### src/rtl/key_mode_ctrl.sv
// Debounces NUM_KEYS push-buttons and runs the run/program/hold mode FSM that drives the CPU
// core reset and the UART programmer reset. Define PG_TIMEOUT_EN to build the PROG watchdog.
module key_mode_ctrl #(
    parameter int NUM_KEYS   = 5,
    parameter int DB_CYCLES  = 20000,
    parameter int CNT_W      = 15,
    parameter int PG_KEY     = 0,
    parameter int RST_KEY    = 1,
    parameter int RST_HOLD   = 16,
    parameter int PG_TIMEOUT = 100000000
) (
    input  logic                fpga_clk,
    input  logic                fpga_rst,
    input  logic [NUM_KEYS-1:0] key_in,
    input  logic                upg_done,
    output logic [NUM_KEYS-1:0] key_level,
    output logic [NUM_KEYS-1:0] key_press,
    output logic [NUM_KEYS-1:0] key_release,
    output logic                cpu_rst,
    output logic                upg_rst,
    output logic [1:0]          mode,
    output logic                pg_timeout
);

    localparam logic [CNT_W-1:0]  DB_LAST   = CNT_W'(DB_CYCLES - 1);
    localparam int                HOLD_W    = (RST_HOLD > 1) ? $clog2(RST_HOLD) : 1;
    localparam logic [HOLD_W-1:0] HOLD_LAST = HOLD_W'(RST_HOLD - 1);

    typedef enum logic [1:0] {
        ST_RUN  = 2'b00,
        ST_PROG = 2'b01,
        ST_HOLD = 2'b10
    } state_t;

    if (DB_CYCLES < 2 || CNT_W < 1 || ((DB_CYCLES - 1) >> CNT_W) != 0 ||
        RST_HOLD < 1 || PG_TIMEOUT < 1 || PG_KEY == RST_KEY ||
        PG_KEY < 0 || PG_KEY >= NUM_KEYS || RST_KEY < 0 || RST_KEY >= NUM_KEYS) begin : g_bad_params
        $error("key_mode_ctrl: invalid parameter combination");
    end

    logic [NUM_KEYS-1:0] key_meta;
    logic [NUM_KEYS-1:0] key_sync;
    logic [CNT_W-1:0]    db_cnt [NUM_KEYS];

    always_ff @(posedge fpga_clk or negedge fpga_rst) begin
        if (!fpga_rst) begin
            key_meta <= '0;
            key_sync <= '0;
        end else begin
            // NOTE: non-blocking assignments let the second flop take the first flop's old value.
            key_meta <= key_in;
            key_sync <= key_meta;
        end
    end

    always_ff @(posedge fpga_clk or negedge fpga_rst) begin
        if (!fpga_rst) begin
            key_level   <= '0;
            key_press   <= '0;
            key_release <= '0;
            // NOTE: these counters are plain registers, not a RAM, so every entry gets reset.
            for (int i = 0; i < NUM_KEYS; i++) begin
                db_cnt[i] <= '0;
            end
        end else begin
            key_press   <= '0;
            key_release <= '0;
            for (int i = 0; i < NUM_KEYS; i++) begin
                if (key_sync[i] == key_level[i]) begin
                    db_cnt[i] <= '0;
                end else if (db_cnt[i] == DB_LAST) begin
                    db_cnt[i]      <= '0;
                    key_level[i]   <= key_sync[i];
                    key_press[i]   <= key_sync[i];
                    key_release[i] <= ~key_sync[i];
                end else begin
                    db_cnt[i] <= db_cnt[i] + CNT_W'(1);
                end
            end
        end
    end

    // Edge detection runs in every state so a level already high at PROG entry is not an edge.
    logic done_meta;
    logic done_sync;
    logic done_prev;
    logic done_rise;

    always_ff @(posedge fpga_clk or negedge fpga_rst) begin
        if (!fpga_rst) begin
            done_meta <= 1'b0;
            done_sync <= 1'b0;
            done_prev <= 1'b0;
        end else begin
            done_meta <= upg_done;
            done_sync <= done_meta;
            done_prev <= done_sync;
        end
    end

    assign done_rise = done_sync & ~done_prev;

    state_t            state;
    state_t            state_nxt;
    logic [HOLD_W-1:0] hold_cnt;
    logic [HOLD_W-1:0] hold_cnt_nxt;
    logic              cpu_rst_nxt;
    logic              upg_rst_nxt;
    logic              rst_req;
    logic              pg_req;
    logic              timeout_hit;

    assign rst_req = key_press[RST_KEY];
    assign pg_req  = key_press[PG_KEY];
    assign mode    = state;

`ifdef PG_TIMEOUT_EN
    localparam int              PG_W    = (PG_TIMEOUT > 1) ? $clog2(PG_TIMEOUT) : 1;
    localparam logic [PG_W-1:0] PG_LAST = PG_W'(PG_TIMEOUT - 1);

    logic [PG_W-1:0] pg_cnt;
    logic            pg_timeout_nxt;

    // Held at zero outside PROG, so it always starts from zero on PROG entry.
    always_ff @(posedge fpga_clk or negedge fpga_rst) begin
        if (!fpga_rst) begin
            pg_cnt <= '0;
        end else if (state != ST_PROG) begin
            pg_cnt <= '0;
        end else begin
            pg_cnt <= pg_cnt + PG_W'(1);
        end
    end

    assign timeout_hit = (state == ST_PROG) && (pg_cnt == PG_LAST);
`else
    assign timeout_hit = 1'b0;
    assign pg_timeout  = 1'b0;
`endif

    always_ff @(posedge fpga_clk or negedge fpga_rst) begin
        if (!fpga_rst) begin
            state    <= ST_HOLD;
            hold_cnt <= '0;
            cpu_rst  <= 1'b1;
            upg_rst  <= 1'b1;
`ifdef PG_TIMEOUT_EN
            pg_timeout <= 1'b0;
`endif
        end else begin
            state    <= state_nxt;
            hold_cnt <= hold_cnt_nxt;
            cpu_rst  <= cpu_rst_nxt;
            upg_rst  <= upg_rst_nxt;
`ifdef PG_TIMEOUT_EN
            pg_timeout <= pg_timeout_nxt;
`endif
        end
    end

    // RST_KEY outranks PG_KEY and upg_done; the watchdog is the weakest PROG exit.
    always_comb begin
        // NOTE: defaults first so no path through the case leaves a signal unassigned (no latch).
        state_nxt    = state;
        hold_cnt_nxt = hold_cnt;
        unique case (state)
            ST_HOLD: begin
                if (rst_req) begin
                    hold_cnt_nxt = '0;
                end else if (pg_req) begin
                    state_nxt = ST_PROG;
                end else if (hold_cnt == HOLD_LAST) begin
                    state_nxt = ST_RUN;
                end else begin
                    hold_cnt_nxt = hold_cnt + HOLD_W'(1);
                end
            end
            ST_RUN: begin
                if (rst_req) begin
                    state_nxt    = ST_HOLD;
                    hold_cnt_nxt = '0;
                end else if (pg_req) begin
                    state_nxt = ST_PROG;
                end
            end
            ST_PROG: begin
                if (rst_req || done_rise || timeout_hit) begin
                    state_nxt    = ST_HOLD;
                    hold_cnt_nxt = '0;
                end
            end
            default: begin
                state_nxt    = ST_HOLD;
                hold_cnt_nxt = '0;
            end
        endcase
    end

    always_comb begin
        cpu_rst_nxt = (state_nxt != ST_RUN);
        upg_rst_nxt = (state_nxt != ST_PROG);
`ifdef PG_TIMEOUT_EN
        pg_timeout_nxt = pg_timeout;
        if (state != ST_PROG && state_nxt == ST_PROG) begin
            pg_timeout_nxt = 1'b0;
        end else if (state == ST_PROG && state_nxt == ST_HOLD && !rst_req && !done_rise) begin
            pg_timeout_nxt = 1'b1;
        end
`endif
    end

endmodule

### config.mk
export PLATFORM = sky130hd
export DESIGN_NAME = key_mode_ctrl
export DESIGN_NICKNAME = d
export VERILOG_FILES = /design/src/rtl/key_mode_ctrl.sv
export SDC_FILE = /design/constraint.sdc
export NUM_CORES = 1
export LEC_CHECK = 0
export CORE_MARGIN = 2
export CORE_UTILIZATION = 53
export CTS_CLUSTER_DIAMETER = 50
export CTS_CLUSTER_SIZE = 8
export DETAILED_ROUTE_END_ITERATION = 6
export GPL_ROUTABILITY_DRIVEN = 1
export HOLD_SLACK_MARGIN = 0.03
export PLACE_DENSITY = 0.75
export REMOVE_ABC_BUFFERS = 1
export SLEW_MARGIN = 20
export SYNTH_ARGS = -nofsm -noshare
export SYNTH_HDL_FRONTEND = slang
export SYNTH_SLANG_ARGS = --single-unit
### constraint.sdc
create_clock -name fpga_clk -period 2.1 [get_ports fpga_clk]
set_input_delay 0.315 -clock fpga_clk [delete_from_list [all_inputs] [get_ports fpga_clk]]
set_output_delay 0.315 -clock fpga_clk [all_outputs]
set_load 0.005 [all_outputs]
==> After elaboration in Yosys (flattened, before gate mapping) <==
Index checks and enable logic that the tools add are counted.
{ "classes": {"n_reduce_logical": 9, "add_sub_neg": 6, "n_eq_ne": 18, "muxes": 43, "bitwise": 12} }
{ "op_table": {"columns": ["operator", "count"], "rows": [
  ["15-bit 2-to-1 mux", 10],
  ["15-bit by 1-bit adder with 15-bit output (second input constant)", 5],
  ["15-bit == test (second input constant)", 5],
  ["1-bit 2-to-1 mux", 20],
  ["4-bit 2-to-1 mux", 5],
  ["2-bit 2-to-1 mux", 6],
  ["4-bit case mux with 3 select lines", 1],
  ["1-bit NOT", 11],
  ["2-bit AND reduction", 5],
  ["3-bit != test (second input constant)", 2],
  ["2-bit case mux with 3 select lines", 1],
  ["1-bit == test", 5],
  ["4-bit by 1-bit adder with 4-bit output (second input constant)", 1],
  ["4-bit == test (second input constant)", 1],
  ["2-bit != test (second input constant)", 2],
  ["4-bit AND reduction", 1],
  ["2-bit by 1-bit == test with 1-bit output (second input constant)", 1],
  ["2-bit == test (second input constant)", 1],
  ["2-bit logical NOT", 1],
  ["2-bit by 1-bit != test with 1-bit output (second input constant)", 1],
  ["2-bit nonzero test", 1],
  ["1-bit bitwise AND", 1],
  ["1-bit logical OR", 1]
]} }
{ "word_totals": {"word_cells": 109, "register_bits": 111} }

==> Longest topological paths before layout <==
Gate-level depths: netlist of the first run.
{ "depth": {"depth_word": 6, "mapped_depth": 7, "depth_no_buf": 5} }

==> Worst setup path after synthesis of the first run <==
Ideal clock, no wire load.
{ "synth_path": {"path_type": "register to register", "from": "reg db_cnt[22] (netlist name)", "to": "reg key_level[3]", "stages_incl_launch_ff": 4, "required_ps": 1975, "synth_period_minus_slack_ps": 1904, "t_arrival_ps": 1779, "path_slack_ps": 196, "cell_sequence": "dfrtp_1 > or4_1 > or4_4 > mux2_4"} }
{ "synth_via": {"elab_chain_cells": 2} }
{ "synth_lines": {"columns": ["element", "line_no", "rtl"], "rows": [
  ["from (decl)", "43", "logic [CNT_W-1:0] db_cnt [NUM_KEYS];"],
  ["from (signal, indexed assignment)", "77", "db_cnt[i] <= db_cnt[i] + CNT_W'(1);"],
  ["15-bit == test", "71", "end else if (db_cnt[i] == DB_LAST) begin"],
  ["2-bit AND reduction (no source line)", null, null],
  ["to (signal, indexed assignment)", "73", "key_level[i] <= key_sync[i];"],
  ["to (decl)", "16", "output logic [NUM_KEYS-1:0] key_level,"]
]} }
Every way passes these cells.
A chain may end at the register's enable or synchronous reset.

==> Final worst setup path of the first run <==
Ends and elaborated chain as after synthesis.

==> results of run 1 <==
-- power groups by stage --
| stage | clock network (mW) | logic, mW | registers, mW |
|---|---|---|---|
| after floorplan | 0 | 0.0641 | 2.24 |
| after global placement | 0 | 0.140 | 2.25 |
| after detailed placement | 0 | 0.144 | 2.25 |
| after CTS | 1.56 | 0.147 | 2.21 |
| after global routing | 1.63 | 0.170 | 2.21 |
| final | 1.52 | 0.142 | 2.21 |
-- path summary, 6_finish.rpt --
kind | from | to | slack, ns | depth (start not counted)
setup / recovery | db_cnt[22] | key_level[3] | 0.11 | 3
hold / removal | done_meta | done_sync | 0.36 | 0
setup reg to reg | db_cnt[22] | key_level[3] | 0.11 | 3
hold reg to reg | done_meta | done_sync | 0.36 | 0
max in group asynchronous | fpga_rst | mode[1] | 1.00 | 3
min in group asynchronous | fpga_rst | db_cnt[42] | 0.41 | 2
-- worst reg2reg max path, cell delays in order, from the launching register on --
cell and delay (ns):
dfrtp_1 0.44, or4_1 0.54, or4_4 0.59, mux2_4 0.31
-- kinds of logic after synthesis --
logic type / count (synthesis) / synth area share [%]
XOR/XNOR: 66 / 11.78
multiplexers: 7 / 1.657
AO/OA/AOI/OAI: 18 / 2.346
AND/OR/NAND/NOR: 221 / 23.50
flip-flops: 111 / 56.67
adder cells (fa/ha/maj): 6 / 1.529
buffers and inverters: 29 / 2.447
other: 1 / 0.07640
-- layout by cell type, fill, tap and decap left out, drive strengths merged, types with 12 or more instances in the layout --
cell,count
dfrtp,108
nor2,77
xor2,35
xnor2,31
nand3,27
nand4,26
clkdlybuf4s50,25
nand2,21
inv,14
and3,12
clkbuf,12
-- per-layer routing --
layer / up-vias / track usage, % / wire length (um)
met3: 12 / 4.178 / 377
li1: 1635 / - / -
met1: 1649 / 24.11 / 3834
met2: 72 / 31.03 / 4071
met4: 0 / 6.217 / 140
met5: - / 0 / 0
-- state kept, by name, indices dropped and copies added, names as in the netlist, 2 cells and up --
register / count
key_meta: 5
key_release: 5
db_cnt: 75
mode: 2
key_sync: 5
key_level: 5
hold_cnt: 4
key_press: 5
-- cell usage after synthesis (all sizes together), types with 3 or more instances --
| library cell | number |
|---|---|
| dfrtp | 108 |
| nor2 | 77 |
| xor2 | 35 |
| xnor2 | 31 |
| nand3 | 27 |
| nand4 | 26 |
| nand2 | 21 |
| inv | 14 |
| clkbuf | 13 |
| and3 | 12 |
| nor3 | 10 |
| nor3b | 10 |
| nor4 | 10 |
| and4 | 7 |
| nand2b | 7 |
| a21oi | 6 |
| ha | 6 |
| mux2 | 6 |
| or4 | 5 |
| dfstp | 3 |
| o31ai | 3 |
-- timing repair --
| item | CTS | global route |
|---|---|---|
| hold buffers | 1 | 0 |
| resized for setup | 0 | 1 |
| hold endpoints to repair | 25 | 0 |
| setup endpoints to repair | 0 | 1 |
-- area by class of cell --
class | count | share of cell area, %
clock inverter | 3 | 1.622
inverter | 14 | 0.9459
sequential | 111 | 50.07
clock buffer | 12 | 2.793
multi-input combinational | 319 | 36.22
timing repair buffer | 33 | 5.856
tap | 111 | 2.500
==> results_dict.tcl, run 1 <==
set metrics [dict create \
    synth_area_leaders "dfrtp_1 55%, xor2_1 6.2%, nor2_1 5.9%" \
    ir_drop_mv 0.4309 \
    synthArstFlopShare_pct 100.0 \
    antenna_cells 0 \
    slowest_stage "or4_4" \
    antenna_found_initial 0 \
    route.vias.total 3368 \
    path_delay_family "simple AND/OR/NAND/NOR gates" \
    seqCellArea_um2 2781 \
    dp_cells 587 \
    tightest_slew_ns 0.5074 \
    rsz0062_at_grt "false" \
    synth_top_cell_by_area "dfrtp_1" \
    p_clk_share_pct 39.2 \
    multi_input_area_um2 2012 \
    critical_path_required_ns 2.35 \
    grt_max_degree 58 \
    worstPathCellList "or4_1 > or4_4 > mux2_4" \
    final_nets 502 \
    ctsHtreeMaxLevel 3 \
    grt_use_total_pct 18.57 \
    final_area_um2 5555 \
    ys_ff_latch 111 \
    fin_worst_skew_ns 0.01045 \
    clk_latency_ns 0.36 \
    core_um2 9109 \
    worst_hold_slack_ns 0.3555 \
    internal_power_mw 3.077 \
    nFillCells 759 \
    postRouteAntennaNets 0 \
    finalWorstSetupSlack_ns 0.1063 \
    synth_top_area_share_pct 55.06 \
    ys_warn_count 0 \
    first_global_vias 3327 \
    criticalPathCategory "reg2reg" \
    cts_sinks 111 \
    synth_flop_cell "dfrtp_1" \
    cts.reportedPaths.clkPinSlew_ns 0.09 \
    wl_um 8423 \
    first_pass_iters 4 \
    fp.dieW_um 100.2 \
    p_per_area_nw_per_um2 695.8 \
    vias_per_cell 5.585 \
    io_buffers 26 \
    synth_cell_types 42 \
    swShare_pct 20.41 \
    place_area_um2 5295 \
    stdcell_count 603 \
    clock_path_buffers 2 \
    synth_edf_count 0 \
    start_kind "flop" \
    io_pins 28 \
    relSlewSlack_pct 66.17 \
    period_share_pct 94.94 \
    drt-initial-drc-count 116 \
    cts_root_buf "clkbuf_8" \
    path_buf_inv 0 \
    syn_to_final_growth_pct 13.18 \
    finalHoldViolations 0 \
    grt_pass1_wl_um 15010 \
    start_util_pct 53.89 \
    p_leak_nw 2.402 \
    total_power_mw 3.865 \
    slowest_delay_ns 0.59 \
    cts_tree "built" \
    power_frac_seq_pct 57.1 \
    place_congestion 0.8068 \
    crit_fanout 5 \
    finalSetupTns_ns 0 \
    die-height_um 100.2 \
    setup_viol 0 \
    rows 35 \
    maxCapViolations 0 \
    post_cts.repair.setup_buffers 0 \
    combPwrFrac_pct 3.7 \
    gr-total-overflow 0 \
    syn_area_per_cell_um2 10.69 \
    drc 0 \
    place_ws_ns 0.1060 \
    fin_crit_ns 1.994 \
    status "finished, final reports clean" \
    drive_gt1_share_pct 6.504 \
    max_freq_mhz 501.6 \
    worstPathArrival_ns 2.24 \
    routedWlPerCell_um 13.97 \
    dp_hpwl_um 5680 \
    final_util_pct 60.99 \
    cts_buffers 9 \
    min-delay-path-class "reg2reg" \
    synth_cells 459 \
    crit_path_end_kind "flop" \
    die_area_um2 10050 \
    netlist_area_um2 4908 \
    p_switching_uw 788.7 \
    finalMaxSlewViolations 0 \
    synth_seq_area_share_pct 56.67 \
]
(Power assumes the default switching activity.)
==> run 2: changes to the inputs <==
--- a/config.mk
+++ b/config.mk
@@ -5,14 +5,16 @@
 export SDC_FILE = /design/constraint.sdc
 export NUM_CORES = 1
 export LEC_CHECK = 0
+export CELL_PAD_IN_SITES_DETAIL_PLACEMENT = 1
+export CELL_PAD_IN_SITES_GLOBAL_PLACEMENT = 2
 export CORE_MARGIN = 2
-export CORE_UTILIZATION = 53
+export CORE_UTILIZATION = 36
 export CTS_CLUSTER_DIAMETER = 50
 export CTS_CLUSTER_SIZE = 8
 export DETAILED_ROUTE_END_ITERATION = 6
 export GPL_ROUTABILITY_DRIVEN = 1
 export HOLD_SLACK_MARGIN = 0.03
-export PLACE_DENSITY = 0.75
+export PLACE_DENSITY_LB_ADDON = 0.1
 export REMOVE_ABC_BUFFERS = 1
 export SLEW_MARGIN = 20
 export SYNTH_ARGS = -nofsm -noshare
==> results_dict.tcl, run 2 (synthesis gave the netlist of run 1 again) <==
set metrics [dict create \
    status "finished, final reports clean" \
    drive_gt1_share_pct 8.200 \
    cts_sinks 111 \
    setup_viol 0 \
    reg2reg_to "db_cnt[24]" \
    layout_commonest_cell "dfrtp_1" \
    critical_path_required_ns 2.33 \
    fin_worst_skew_ns 0.004853 \
    nFillCells 1468 \
    antenna_found_initial 0 \
    slowest_delay_ns 0.59 \
    start_util_pct 36.92 \
    worstPathArrival_ns 2.22 \
    wl_um 9683 \
    ctsHtreeMaxLevel 3 \
    min-delay-path-class "reg2reg" \
    start_kind "flop" \
    period_share_pct 94.43 \
    final_cell_mix "108 x dfrtp_1, 77 x nor2_1, 35 x xor2_1" \
    antenna_cells 0 \
    worstPathCellList "or4_1 > or4_4 > nand2b_2 > nor2_1" \
    criticalPathCategory "reg2reg" \
    multi_input_area_um2 2007 \
    drt-initial-drc-count 121 \
    rrSetupSlack_ns 0.12 \
    max_freq_mhz 504.3 \
    clock_path_buffers 2 \
    route.vias.total 3346 \
    place_congestion 0.7727 \
    finalMaxSlewViolations 0 \
    seqCellArea_um2 2781 \
    min_from "key_meta[0]" \
    largest_reg_flops 75 \
    die_area_um2 14580 \
    syn_to_final_growth_pct 17.26 \
    whs_path_depth 0 \
    ir_drop_mv 0.5162 \
    fin_crit_ns 1.983 \
    cts.reportedPaths.clkPinSlew_ns 0.07 \
    fp.dieW_um 120.8 \
    final_area_um2 5756 \
    first_pass_iters 4 \
    finalHoldViolations 0 \
    first_global_vias 3516 \
    rsz0062_at_grt "false" \
    io_buffers 26 \
    grt_max_degree 39 \
    routedWlPerCell_um 14.32 \
    worstReg2RegStart "db_cnt[23]" \
    dp_hpwl_um 6818 \
    finalSetupTns_ns 0 \
    crit_fanout 13 \
    drc 0 \
    top_register "db_cnt" \
    grt_use_total_pct 14.71 \
    hold_end "key_sync[0]" \
    tightest_slew_ns 0.5508 \
    cts_root_buf "clkbuf_16" \
    gr-total-overflow 0 \
    maxCapViolations 0 \
    io_pins 28 \
    die-height_um 120.8 \
    cts_buffers 9 \
    clk_latency_ns 0.35 \
    reg2regPathDepth 4 \
    slowest_stage "or4_4" \
    grt_pass1_wl_um 17020 \
    postRouteAntennaNets 0 \
    place_area_um2 5441 \
    core_um2 13300 \
    final_nets 509 \
    crit_path_end_kind "flop" \
    rows 42 \
    cts_tree "built" \
    p_leak_nw 2.465 \
    p_per_area_nw_per_um2 716.7 \
    relSlewSlack_pct 63.28 \
    vias_per_cell 4.950 \
]
-- run 2: cell count changes in the layout (fill, tap and decap cells not counted), sizes merged --
| cell | previous run | this run |
|---|---|---|
| buf | 7 | 14 |
| clkbuf | 12 | 9 |
| clkinv | 0 | 3 |
| inv | 14 | 17 |
| bufinv | 3 | 1 |
-- run 2: area by class of cell --
class                           count  share of cell area [%]
Timing Repair Buffer               40                   6.783
Inverter                           14                  0.9130
Multi-Input combinational cell    319                   34.87
Clock inverter                      7                   1.370
Tap cell                          176                   3.826
Clock buffer                        9                   3.913
Sequential cell                   111                   48.33
-- run 2: metal layers --
layer	track usage, %	share of wire [%]	vias up
met5	0	0	-
met4	4.070	0.95	0
met2	22.42	44	40
li1	-	-	1647
met1	20.24	52	1654
met3	4.623	3.5	5
-- run 2: power breakdown --
| group | switching [mW] | internal [mW] | total (mW) |
|---|---|---|---|
| clock network | 0.823 | 0.941 | 1.76 |
| registers | 0.0364 | 2.17 | 2.21 |
| logic | 0.0950 | 0.0576 | 0.153 |
-- run 2: worst max-delay path by stage --
stage                from           end  slack (ns)  depth (start not counted)
3_3_place_gp   db_cnt[23]    db_cnt[18]        0.14                          4
4_1_cts        db_cnt[23]    db_cnt[24]         0.1                          4
6_report       db_cnt[23]    db_cnt[24]        0.12                          4
3_5_place_dp   db_cnt[23]    db_cnt[24]        0.10                          4
2_1_floorplan  db_cnt[22]  key_level[3]        0.20                          3
5_1_grt        db_cnt[23]    db_cnt[26]        0.03                          4
-- run 2: what timing repair did --
action                                 CTS  global route
gates resized for setup                  0             0
hold buffers                             1             0
setup buffers                            0             0
endpoints found under the hold margin   33             0
-- run 2: stage by stage --
step                utilization [%]  setup slack (ns)  power, mW  hold WS, ns  cells
detailed placement            40.93            0.1049      2.410       0.3425    659
floorplan                         -            0.1962      2.305      0.01941    444
global placement              40.93            0.1381      2.406       0.3343    659
CTS                           43.29           0.09559      4.208       0.3544    676
global route                  43.29           0.02616      4.319       0.3722    676
finish                        43.29            0.1169      4.125       0.3543    676
-- run 2: critical path, delay by kind of cell (launching register included) --
| family | cells | cell delay, ns |
|---|---|---|
| AND/OR/NAND/NOR | 4 | 1.46 |
| flip-flops | 1 | 0.41 |
==> run 3: changes to the inputs <==
==> config.mk (replaced) <==
export PLATFORM = sky130hd
export DESIGN_NAME = key_mode_ctrl
export DESIGN_NICKNAME = d
export VERILOG_FILES = /design/src/rtl/key_mode_ctrl.sv
export SDC_FILE = /design/constraint.sdc
export NUM_CORES = 1
export LEC_CHECK = 0
export ABC_AREA = 1
export CELL_PAD_IN_SITES_DETAIL_PLACEMENT = 0
export CELL_PAD_IN_SITES_GLOBAL_PLACEMENT = 1
export CORE_MARGIN = 2
export CORE_UTILIZATION = 41
export CTS_CLUSTER_DIAMETER = 50
export CTS_CLUSTER_SIZE = 8
export DETAILED_ROUTE_END_ITERATION = 6
export GPL_ROUTABILITY_DRIVEN = 1
export HOLD_SLACK_MARGIN = 0.03
export PLACE_DENSITY = 0.77
export REMOVE_ABC_BUFFERS = 1
export SLEW_MARGIN = 20
export SYNTH_ARGS = -nofsm -noshare
export SYNTH_HDL_FRONTEND = slang
export SYNTH_SLANG_ARGS = --single-unit
==> results_dict.tcl, run 3 <==
set metrics [dict create \
    critical_path_required_ns 1.78 \
    synth_cell_types 32 \
    final_area_um2 6291 \
    post_cts_resized 0 \
    netlist_area_um2 5489 \
    synth_top_family_by_area "simple AND/OR/NAND/NOR gates" \
    cts_tree "built" \
    rrSetupSlack_ns 0.58 \
    place_congestion 0.8138 \
    drt-initial-drc-count 244 \
    first_global_vias 4158 \
    ys_ff_latch 111 \
    finalSetupTns_ns 0 \
    slowest_stage "dfstp_2" \
    setup_viol 0 \
    ir_drop_mv 0.3546 \
    wl_um 10550 \
    io_pins 28 \
    crit_end "mode[1]" \
    final_nets 743 \
    synth_top_area_share_pct 49.24 \
    slowest_delay_ns 0.56 \
    synth_edf_count 0 \
    cts_root_buf "clkbuf_16" \
    ys_warn_count 0 \
    place_area_um2 6015 \
    antenna_cells 0 \
    io_buffers 26 \
    reg2regPathDepth 6 \
    p_leak_nw 2.774 \
    grt_pass1_wl_um 18860 \
    min-delay-path-class "reg2reg" \
    path_buf_inv 1 \
    path_delay_family "flip-flops" \
    route.vias.total 4309 \
    tightest_slew_ns 0.5516 \
    synth_flop_cell "dfrtp_1" \
    worstPathCellList "clkdlybuf4s50_1" \
    worst_hold_slack_ns 0.3559 \
    fp.dieW_um 119.7 \
    period_share_pct 82.00 \
    final_cell_mix "160 x nor2_1, 126 x nand2_1, 108 x dfrtp_1" \
    fin_worst_skew_ns 0.005127 \
    layout_commonest_cell "nor2_1" \
    reg2reg_to "db_cnt[0]" \
    synthArstFlopShare_pct 100.0 \
    synth_area_leaders "dfrtp_1 49%, nor2_1 11%, nand2_1 8.6%" \
    dp_hpwl_um 7950 \
    grt_max_degree 52 \
    start_util_pct 41.78 \
    synth_seq_area_share_pct 50.67 \
    synth_cells 688 \
    drc 0 \
    rsz0062_at_grt "false" \
    core_um2 13140 \
    p_per_area_nw_per_um2 624.7 \
    rows 42 \
    crit_path_end_kind "primary output" \
    antenna_found_initial 0 \
    cts_buffers 9 \
    maxCapViolations 0 \
    first_pass_iters 4 \
    post_cts.repair.setup_buffers 0 \
    grt_use_total_pct 16.32 \
    clock_path_buffers 2 \
    cts_sinks 111 \
    synth-compound-area-share_pct 4.263 \
    crit_fanout 5 \
    routedWlPerCell_um 11.61 \
    postRouteAntennaNets 0 \
    top_register "db_cnt" \
    finalHoldViolations 0 \
    synth_top_cell_by_area "dfrtp_1" \
    gr-total-overflow 0 \
    start_kind "flop" \
    finalMaxSlewViolations 0 \
    ctsHtreeMaxLevel 3 \
    max_freq_mhz 580.7 \
    startpoint "mode[1]" \
    synth_most_common_cell "nor2_1" \
    yosys-top-cells-count "160 x nor2_1, 126 x nand2_1, 108 x dfrtp_1" \
    synthMuxAreaShare_pct 0 \
    fin_crit_ns 1.722 \
    syn_area_per_cell_um2 7.978 \
    vias_per_cell 4.740 \
    status "finished, final reports clean" \
    criticalPathCategory "reg2out" \
    die-height_um 119.7 \
    total_power_mw 3.930 \
    synth-simple-area-share_pct 34.28 \
    worstPathArrival_ns 1.41 \
    relSlewSlack_pct 63.09 \
    syn_to_final_growth_pct 14.61 \
    synth_fa_ha_area_share_pct 1.368 \
    cp_num_cells 1 \
    drive_gt1_share_pct 8.322 \
    largest_reg_flops 75 \
    die_area_um2 14330 \
    worstReg2RegStart "db_cnt[0]" \
    clk_latency_ns 0.35 \
    synthXorXnorAreaFrac_pct 2.553 \
    cts.reportedPaths.clkPinSlew_ns 0.07 \
]
-- run 3: changes by cell type in the layout (fill, tap and decap cells not counted), sizes merged, moves of 12 or more --
cell	delta
nand2	+110
nand4	-14
xor2	-25
nand3	+31
a21oi	+14
xnor2	-25
nor3	+18
o21ai	+16
nor2	+97
and3	-12
inv	+79
-- run 3: repair_timing --
action	4_1_cts	5_1_grt
endpoints found under the hold margin	24	0
hold buffers	1	0
endpoints found under the setup margin	0	0
-- run 3: power breakdown --
part | internal (mW) | switching (mW)
Sequential | 2.17 | 0.0261
Combinational | 0.0521 | 0.107
Clock | 0.830 | 0.742
-- run 3: cells by family (layout without fill, tap and decap cells) --
logic type	Yosys count	in the layout
XOR/XNOR	16	16
buffers and inverters	98	143
flip-flops	111	111
adder cells (fa/ha/maj)	6	6
AO/OA/AOI/OAI	44	44
other	1	1
AND/OR/NAND/NOR	412	412
-- run 3: worst min path at each step --
stage                     start          end  slack, ns  cells after the start
floorplan              fpga_rst    db_cnt[0]       0.02                      0
global placement       fpga_rst    done_meta       0.26                      1
detailed placement     fpga_rst    done_meta       0.27                      1
CTS                 key_meta[2]  key_sync[2]       0.36                      0
global route          done_meta    done_sync       0.37                      0
finish              key_meta[2]  key_sync[2]       0.36                      0
-- run 3: stage by stage --
stage,setup slack [ns],utilization (%),std cells
after floorplan,0.7239,-,687
after global placement,0.6332,45.78,893
after detailed placement,0.5845,45.78,893
after CTS,0.3550,47.89,909
after global routing,0.3236,47.89,909
final,0.3780,47.89,909
-- run 3: layer usage --
| metal | GRT usage [%] | vias to the layer above | routed length (um) | share of wire (%) |
|---|---|---|---|---|
| met5 | 0 | - | 0 | 0 |
| met4 | 5.735 | 0 | 191 | 1.8 |
| met3 | 3.660 | 16 | 411 | 3.9 |
| met2 | 25.93 | 73 | 4877 | 46 |
| met1 | 22.07 | 1973 | 5070 | 48 |
| li1 | - | 2247 | - | - |
-- run 3: cell type report --
class,instances,area [um2]
fill,1294,6847
sequential,111,2781
multi-input combinational,479,2335
inverter,97,365.4
timing repair buffer,31,322.8
clock buffer,12,246.5
tap,176,220.2
clock inverter,3,20.02
